$ cat config.mk
export PLATFORM = sky130hd
export DESIGN_NAME = mbus_rx_msg_collector
export DESIGN_NICKNAME = d
export VERILOG_FILES = /design/src/rtl/mbus_rx_msg_collector.sv
export SDC_FILE = /design/constraint.sdc
export NUM_CORES = 1
export LEC_CHECK = 0
export CAP_MARGIN = 10
export CORE_ASPECT_RATIO = 0.8
export CORE_MARGIN = 2
export CORE_UTILIZATION = 50
export CTS_CLUSTER_SIZE = 40
export DETAILED_ROUTE_END_ITERATION = 6
export GPL_ROUTABILITY_DRIVEN = 0
export PLACE_DENSITY = 0.73
export SKIP_LAST_GASP = 1
export SYNTH_ARGS = -nofsm -noshare
export SYNTH_HDL_FRONTEND = slang
export SYNTH_SLANG_ARGS = --single-unit
export TNS_END_PERCENT = 5
$ cat constraint.sdc
create_clock -name CLK -period 25.7 [get_ports CLK]
set_input_delay 7.71 -clock CLK [delete_from_list [all_inputs] [get_ports CLK]]
set_output_delay 7.71 -clock CLK [all_outputs]
set_load 0.01 [all_outputs]
$ cat src/rtl/mbus_rx_msg_collector.sv
// MBus RX handshake collector: acks every received word or failure and queues
// framed entries in a first-word-fall-through FIFO for a valid/ready consumer.
//
// state         | meaning
// --------------+-----------------------------------------------------------
// SYNC          | after reset, wait for RX_REQ/RX_FAIL low before capturing
// IDLE          | ready to capture a word or fail marker when FIFO has room
// WAIT_REQ_LOW  | word captured, RX_ACK high until RX_REQ drops
// WAIT_FAIL_LOW | fail marker captured, RX_ACK high until RX_FAIL drops
module mbus_rx_msg_collector #(
  parameter int ADDR_WIDTH = 32,
  parameter int DATA_WIDTH = 32,
  parameter int FIFO_DEPTH = 8,
  parameter int FIFO_AW    = 3
) (
  input  logic                  CLK,
  input  logic                  RESET,
  input  logic [ADDR_WIDTH-1:0] RX_ADDR,
  input  logic [DATA_WIDTH-1:0] RX_DATA,
  input  logic                  RX_REQ,
  input  logic                  RX_PEND,
  input  logic                  RX_FAIL,
  input  logic                  RX_BROADCAST,
  output logic                  RX_ACK,
  output logic                  OUT_VALID,
  input  logic                  OUT_READY,
  output logic [ADDR_WIDTH-1:0] OUT_ADDR,
  output logic [DATA_WIDTH-1:0] OUT_DATA,
  output logic                  OUT_LAST,
  output logic                  OUT_FAIL,
  output logic                  OUT_BCAST,
  output logic [15:0]           MSG_CNT,
  output logic [7:0]            FAIL_CNT,
  output logic                  OVF_SEEN
);

  typedef enum logic [1:0] {
    SYNC          = 2'd0,
    IDLE          = 2'd1,
    WAIT_REQ_LOW  = 2'd2,
    WAIT_FAIL_LOW = 2'd3
  } state_t;

  localparam logic [FIFO_AW:0] FULL_CNT = (FIFO_AW+1)'(FIFO_DEPTH);

  state_t               state;
  logic [FIFO_AW:0]     count;
  logic [FIFO_AW-1:0]   wr_ptr;
  logic [FIFO_AW-1:0]   rd_ptr;
  logic                 full;
  logic                 pop;
  logic                 push_en;
  logic                 push_fail;
  logic                 push_blocked;

  logic [ADDR_WIDTH-1:0] mem_addr  [FIFO_DEPTH];
  logic [DATA_WIDTH-1:0] mem_data  [FIFO_DEPTH];
  logic                  mem_bcast [FIFO_DEPTH];
  logic                  mem_last  [FIFO_DEPTH];
  logic                  mem_fail  [FIFO_DEPTH];

  assign full      = (count == FULL_CNT);
  assign OUT_VALID = (count != '0);
  assign pop       = OUT_VALID & OUT_READY;

  // Full check uses the pre-pop count, so a push at full waits a cycle.
  always_comb begin
    push_en      = 1'b0;
    push_fail    = 1'b0;
    push_blocked = 1'b0;
    if (state == IDLE) begin
      if (RX_FAIL && !full) begin
        push_en   = 1'b1;
        push_fail = 1'b1;
      end else if (RX_REQ && !full) begin
        push_en = 1'b1;
      end else if (RX_REQ || RX_FAIL) begin
        push_blocked = 1'b1;
      end
    end
  end

  always_ff @(posedge CLK) begin
    if (RESET) begin
      state  <= SYNC;
      RX_ACK <= 1'b0;
    end else begin
      case (state)
        SYNC: begin
          RX_ACK <= 1'b0;
          if (!RX_REQ && !RX_FAIL) state <= IDLE;
        end
        IDLE: begin
          if (push_en) begin
            RX_ACK <= 1'b1;
            state  <= push_fail ? WAIT_FAIL_LOW : WAIT_REQ_LOW;
          end
        end
        WAIT_REQ_LOW: begin
          if (!RX_REQ) begin
            RX_ACK <= 1'b0;
            state  <= IDLE;
          end
        end
        WAIT_FAIL_LOW: begin
          if (!RX_FAIL) begin
            RX_ACK <= 1'b0;
            state  <= IDLE;
          end
        end
        default: begin
          RX_ACK <= 1'b0;
          state  <= SYNC;
        end
      endcase
    end
  end

  always_ff @(posedge CLK) begin
    if (RESET) begin
      count    <= '0;
      wr_ptr   <= '0;
      rd_ptr   <= '0;
      MSG_CNT  <= '0;
      FAIL_CNT <= '0;
      OVF_SEEN <= 1'b0;
    end else begin
      if (push_en) wr_ptr <= wr_ptr + 1'b1;
      if (pop)     rd_ptr <= rd_ptr + 1'b1;
      case ({push_en, pop})
        2'b10:   count <= count + 1'b1;
        2'b01:   count <= count - 1'b1;
        default: count <= count;
      endcase
      if (push_en && !push_fail && !RX_PEND && (MSG_CNT != 16'hFFFF))
        MSG_CNT <= MSG_CNT + 16'd1;
      if (push_fail && (FAIL_CNT != 8'hFF))
        FAIL_CNT <= FAIL_CNT + 8'd1;
      if (push_blocked)
        OVF_SEEN <= 1'b1;
    end
  end

  // Storage needs no reset; validity is tracked by count.
  always_ff @(posedge CLK) begin
    if (push_en) begin
      mem_addr[wr_ptr]  <= RX_ADDR;
      mem_data[wr_ptr]  <= push_fail ? '0 : RX_DATA;
      mem_bcast[wr_ptr] <= RX_BROADCAST;
      mem_last[wr_ptr]  <= push_fail | ~RX_PEND;
      mem_fail[wr_ptr]  <= push_fail;
    end
  end

  assign OUT_ADDR  = mem_addr[rd_ptr];
  assign OUT_DATA  = mem_data[rd_ptr];
  assign OUT_BCAST = mem_bcast[rd_ptr];
  assign OUT_LAST  = mem_last[rd_ptr];
  assign OUT_FAIL  = mem_fail[rd_ptr];

endmodule

* After elaboration in Yosys (flattened, before gate mapping)
Memories as Yosys holds them, arrays and structs flattened. A register that Yosys moved wholly into a read port is not among the register bits. Index checks and enable logic that the tools add are counted. Widths: inputs -> output; s select.
Cells by class: divide/modulo/power cells 0, equal/unequal tests 12, $add $sub $neg 6, multipliers 0, shift operators 0, mux-type cells 33, magnitude comparators 0, bitwise gates (word level) 3, reductions and logical operators 18
Operators with widths (number):
- $mux 32 | 1
- $mux 3 | 10
- $add 16x1->16 const B | 1
- $ne 16x16->1 const B | 1
- $mux 1 | 15
- $add 8x1->8 const B | 1
- $mux 2 | 4
- $ne 2x2->1 const B | 4
- $ne 8x8->1 const B | 1
- $pmux 2 s4 | 1
- $pmux 4 s2 | 1
- $logic_and 1x1->1 | 7
- $add 3x1->3 const B | 2
- $eq 2x2->1 const B | 3
- $logic_not 1->1 | 5
- $add 4x1->4 const B | 1
- $eq 2x1->1 const B | 2
- $eq 4x4->1 const B | 1
- $pmux 1 s4 | 1
- $reduce_and 4->1 | 1
- $reduce_bool 4->1 | 1
- $sub 4x1->4 const B | 1
- $reduce_and 3->1 | 1
- $logic_not 2->1 | 1
- 5 further kinds | 5
Word-level totals: memories kept 5, bits in writable memories 536, bits of input ports 71, bits in read-only memories 0, flip-flop bits (word level) 38, bits in latches 0, word-level logic and storage cells 85, output and inout bits 94
Memories:
- mem_addr | words 8, width 32, rd ports 1, clocked after memory_dff 1, write ports 1, RTL line 56 | logic [ADDR_WIDTH-1:0] mem_addr [FIFO_DEPTH];
- mem_data | words 8, width 32, rd ports 1, clocked after memory_dff 1, write ports 1, RTL line 57 | logic [DATA_WIDTH-1:0] mem_data [FIFO_DEPTH];
- mem_bcast | words 8, width 1, rd ports 1, clocked after memory_dff 1, write ports 1, RTL line 58 | logic mem_bcast [FIFO_DEPTH];
- mem_fail | words 8, width 1, rd ports 1, clocked after memory_dff 1, write ports 1, RTL line 60 | logic mem_fail [FIFO_DEPTH];
- mem_last | words 8, width 1, rd ports 1, clocked after memory_dff 1, write ports 1, RTL line 59 | logic mem_last [FIFO_DEPTH];

* Logic depth before layout (Yosys ltp)
word-level depth 9, depth in mapped cells 11, depth with buffers taken out 10

* Worst setup path before layout
OpenSTA, ideal clock, no wires.
kind input port to flip-flop, start point input RX_FAIL, end point memory mem_addr[0][0] (enable), path buffers 1, arrival time 14676 ps, stages on the path 5, path slack 10367 ps, library setup time 657 ps, required time 25043 ps, path through clkbuf_2 > o21bai_1 > nor3_4 > inv_2 > nor4_1
On the way: longest elaborated chain between the ends 5
RTL lines:
- from (decl) | RTL line 22 | input logic RX_FAIL,
- $logic_and 1x1->1 | RTL line 72 | if (RX_FAIL && !full) begin
- $mux 1 | RTL line 72
- $mux 1 | RTL line 71 | if (state == IDLE) begin
- $mux 1 | RTL line 146 | if (push_en) begin
- $mux 1 (implied by the code) | RTL line 147 | mem_addr[wr_ptr] <= RX_ADDR;
- to (decl) | RTL line 56
No other way between the ends.

==> results.toml <==
[run_status]
outcome = "finished, final reports clean"

[yosys]
synthCells = 1052
synth_area_per_cell_sq_um = 21.2
synthMuxAreaShare = 0.171
synth_compound_area_frac = 0.00992
synth_simple_gate_area_frac = 0.0368
synth-main-ff-cell = "edfxtp_1"
yosysWarnings = 0
synth_edf_count = 536
syn_area_sq_um = 22300
synth_top_family_by_area = "multiplexers"
synth.net_count = 1130
synth_seq_cells = 577
ys_types = 50
synthTopCellsByArea = "edfxtp_1 (72%), mux4_2 (14%), dfxtp_1 (3.7%)"
synthAdderAreaFrac = 0.00392
synth_top_area_frac = 0.721
synth-xor-area-share = 0.00941
async_flop_share = 0
synth_top_area_cell = "edfxtp_1"
yosysSeqAreaShare = 0.758

[pwr]
leakage_nw = 8.14
power_density_nw_per_um2 = 81.7
ir_worst_vdd_v = 0.0000520

[worst_hold_path]
hold_path.class = "reg2reg"

[placement]
io_buffers = 164
detailed_place_hpwl_um = 23300
dp_cells = 1790

[timing]
setup_violations = 0
finalCriticalPeriod_ns = 11.58
slew_violations = 0
period_share = 0.450
hold_viol = 0
fmax_mhz = 86.4
maxSlewHeadroom = 0.286
setup_tns_ns = 0
rsz0062_at_grt = "false"
worst_slew_pin_slew_ns = 1.07
skew_ns = 0.0143

[worst_setup_path]
required_ns = 17.99
critPathCaptureType = "primary output"
crit_path_max_fanout = 50
worstSetupPathType = "reg2out"
cp.arrival_ns = 3.87
regToRegSetupSlack_ns = 22.71
critPathLaunchType = "register"

[floorplan]
die_height_um = 193
ios = 165
dieArea_sq_um = 46400
num_rows = 69
start_util = 0.505
core_sq_um = 44200
die_w_um = 240

[layout]
layout_common_cells = "edfxtp_1 (536), clkdlybuf4s50_1 (164), mux4_2 (134)"
area_growth_pct = 18.5
nets = 1322
final_common_cell = "edfxtp_1"
finalNonFillerCells = 1891
drive_gt1_frac = 0.245

[route]
wirelength_um = 44100
via_per_inst = 5.63
antenna_left = 0
remaining_drc_errors = 0
wl_per_cell_um = 23.3
drt_pass1_iterations = 4
vias = 10600
drt_iter0_drc = 738

[cts]
postCtsSetupBuffers = 0
clock_latency_ns = 0.60
cts-root-buf = "clkbuf_16"
clk_pin_slew_ns = 0.06
tritoncts = "yes"
max-clock-path-buffers = 3
cts_resized = 0
ctsHoldBuffers = 0
cts.sinks = 577
cts_max_level = 2
numCtsBuffers = 55

[global_route]
overflow = 0
grt_pass1_vias = 11100
grt_max_degree = 71
grt_usage = 0.194
grt_pass1_wl_um = 66900
antenna_found_initial = 3

[flow_run]
drv_cap = 0
-- where the power goes --
group / total (mW) / switching (mW) / leakage (nW) / internal, mW
combinational: 0.316 / 0.128 / 2.12 / 0.189
sequential: 1.06 / 0.0227 / 5.17 / 1.04
clock: 0.786 / 0.332 / 0.850 / 0.454
total: 2.16 / 0.482 / 8.14 / 1.68
-- critical path, cell delays in order (launching register included) --
cell             delay, ns
dfxtp_4               0.86
buf_4                 0.91
mux4_2                0.60
mux2_2                0.29
clkdlybuf4s50_1       0.55
-- registers in the layout, summed over array words and instances, names as in the netlist, named ones only --
register / cells
rd_ptr: 3
mem_bcast: 8
mem_addr: 256
count: 4
mem_data: 256
wr_ptr: 3
OVF_SEEN: 1
mem_last: 8
FAIL_CNT: 8
RX_ACK: 1
MSG_CNT: 16
state: 2
mem_fail: 8
-- Yosys cell counts, drive strengths merged (9+ instances only) --
| library cell | instances |
|---|---|
| xnor2 | 13 |
| nand2 | 20 |
| nand3 | 10 |
| nor2 | 38 |
| and2 | 32 |
| inv | 9 |
| mux2 | 69 |
| edfxtp | 536 |
| a21oi | 10 |
| clkbuf | 29 |
| nor3 | 13 |
| dfxtp | 41 |
| mux4 | 134 |
| buf | 20 |
| xor2 | 11 |
-- routing by layer --
layer | vias up | wire length [um] | track usage
met3 | 55 | 2570 | 0.0401
met5 | - | 36 | 0
met4 | 6 | 644 | 0.0468
met1 | 5595 | 20100 | 0.282
met2 | 284 | 20700 | 0.308
li1 | 4700 | - | -
-- logic make-up (layout without fill, tap and decap cells) --
kind of cell,count (synthesis),count (layout)
and+or+nand+nor,148,148
adders and majority gates,7,7
muxes,206,206
AOI/OAI and AO/OA,32,32
DFF,577,577
xor gates and xnor gates,24,24
buffers and inverters,58,293
other,0,1
-- path summary, 6_finish.rpt --
kind / start / cells after the start / to
worst max-delay path: register / 4 / OUT_DATA[20]
worst min-delay path: rd_ptr[1] / 2 / register
worst min register to register: rd_ptr[1] / 2 / register
worst max register to register: count[1] / 5 / mem_addr[7][23]
-- final cells by class --
type	count	area (sq um)
clock buffers	72	1480
multi-input cells	417	5210
diodes	1	2.50
well taps	603	754
flip-flops and latches	577	16900
inverters	9	33.8
fillers	3170	17700
repair buffers	184	1790
clock inverters	28	265
-- per-stage QoR --
step / hold WS, ns / utilization / instance area (sq um) / power, mW / worst slack [ns]
2_1_floorplan: 0.454 / - / 22300 / 1.29 / 10.37
3_3_place_gp: 0.459 / 0.559 / 24700 / 1.40 / 14.69
3_5_place_dp: 0.459 / 0.559 / 24700 / 1.40 / 14.67
4_1_cts: 0.471 / 0.599 / 26500 / 2.19 / 13.99
5_1_grt: 0.503 / 0.599 / 26500 / 2.24 / 13.81
6_report: 0.469 / 0.599 / 26500 / 2.16 / 14.12
Power figures use the tool's default switching activity.
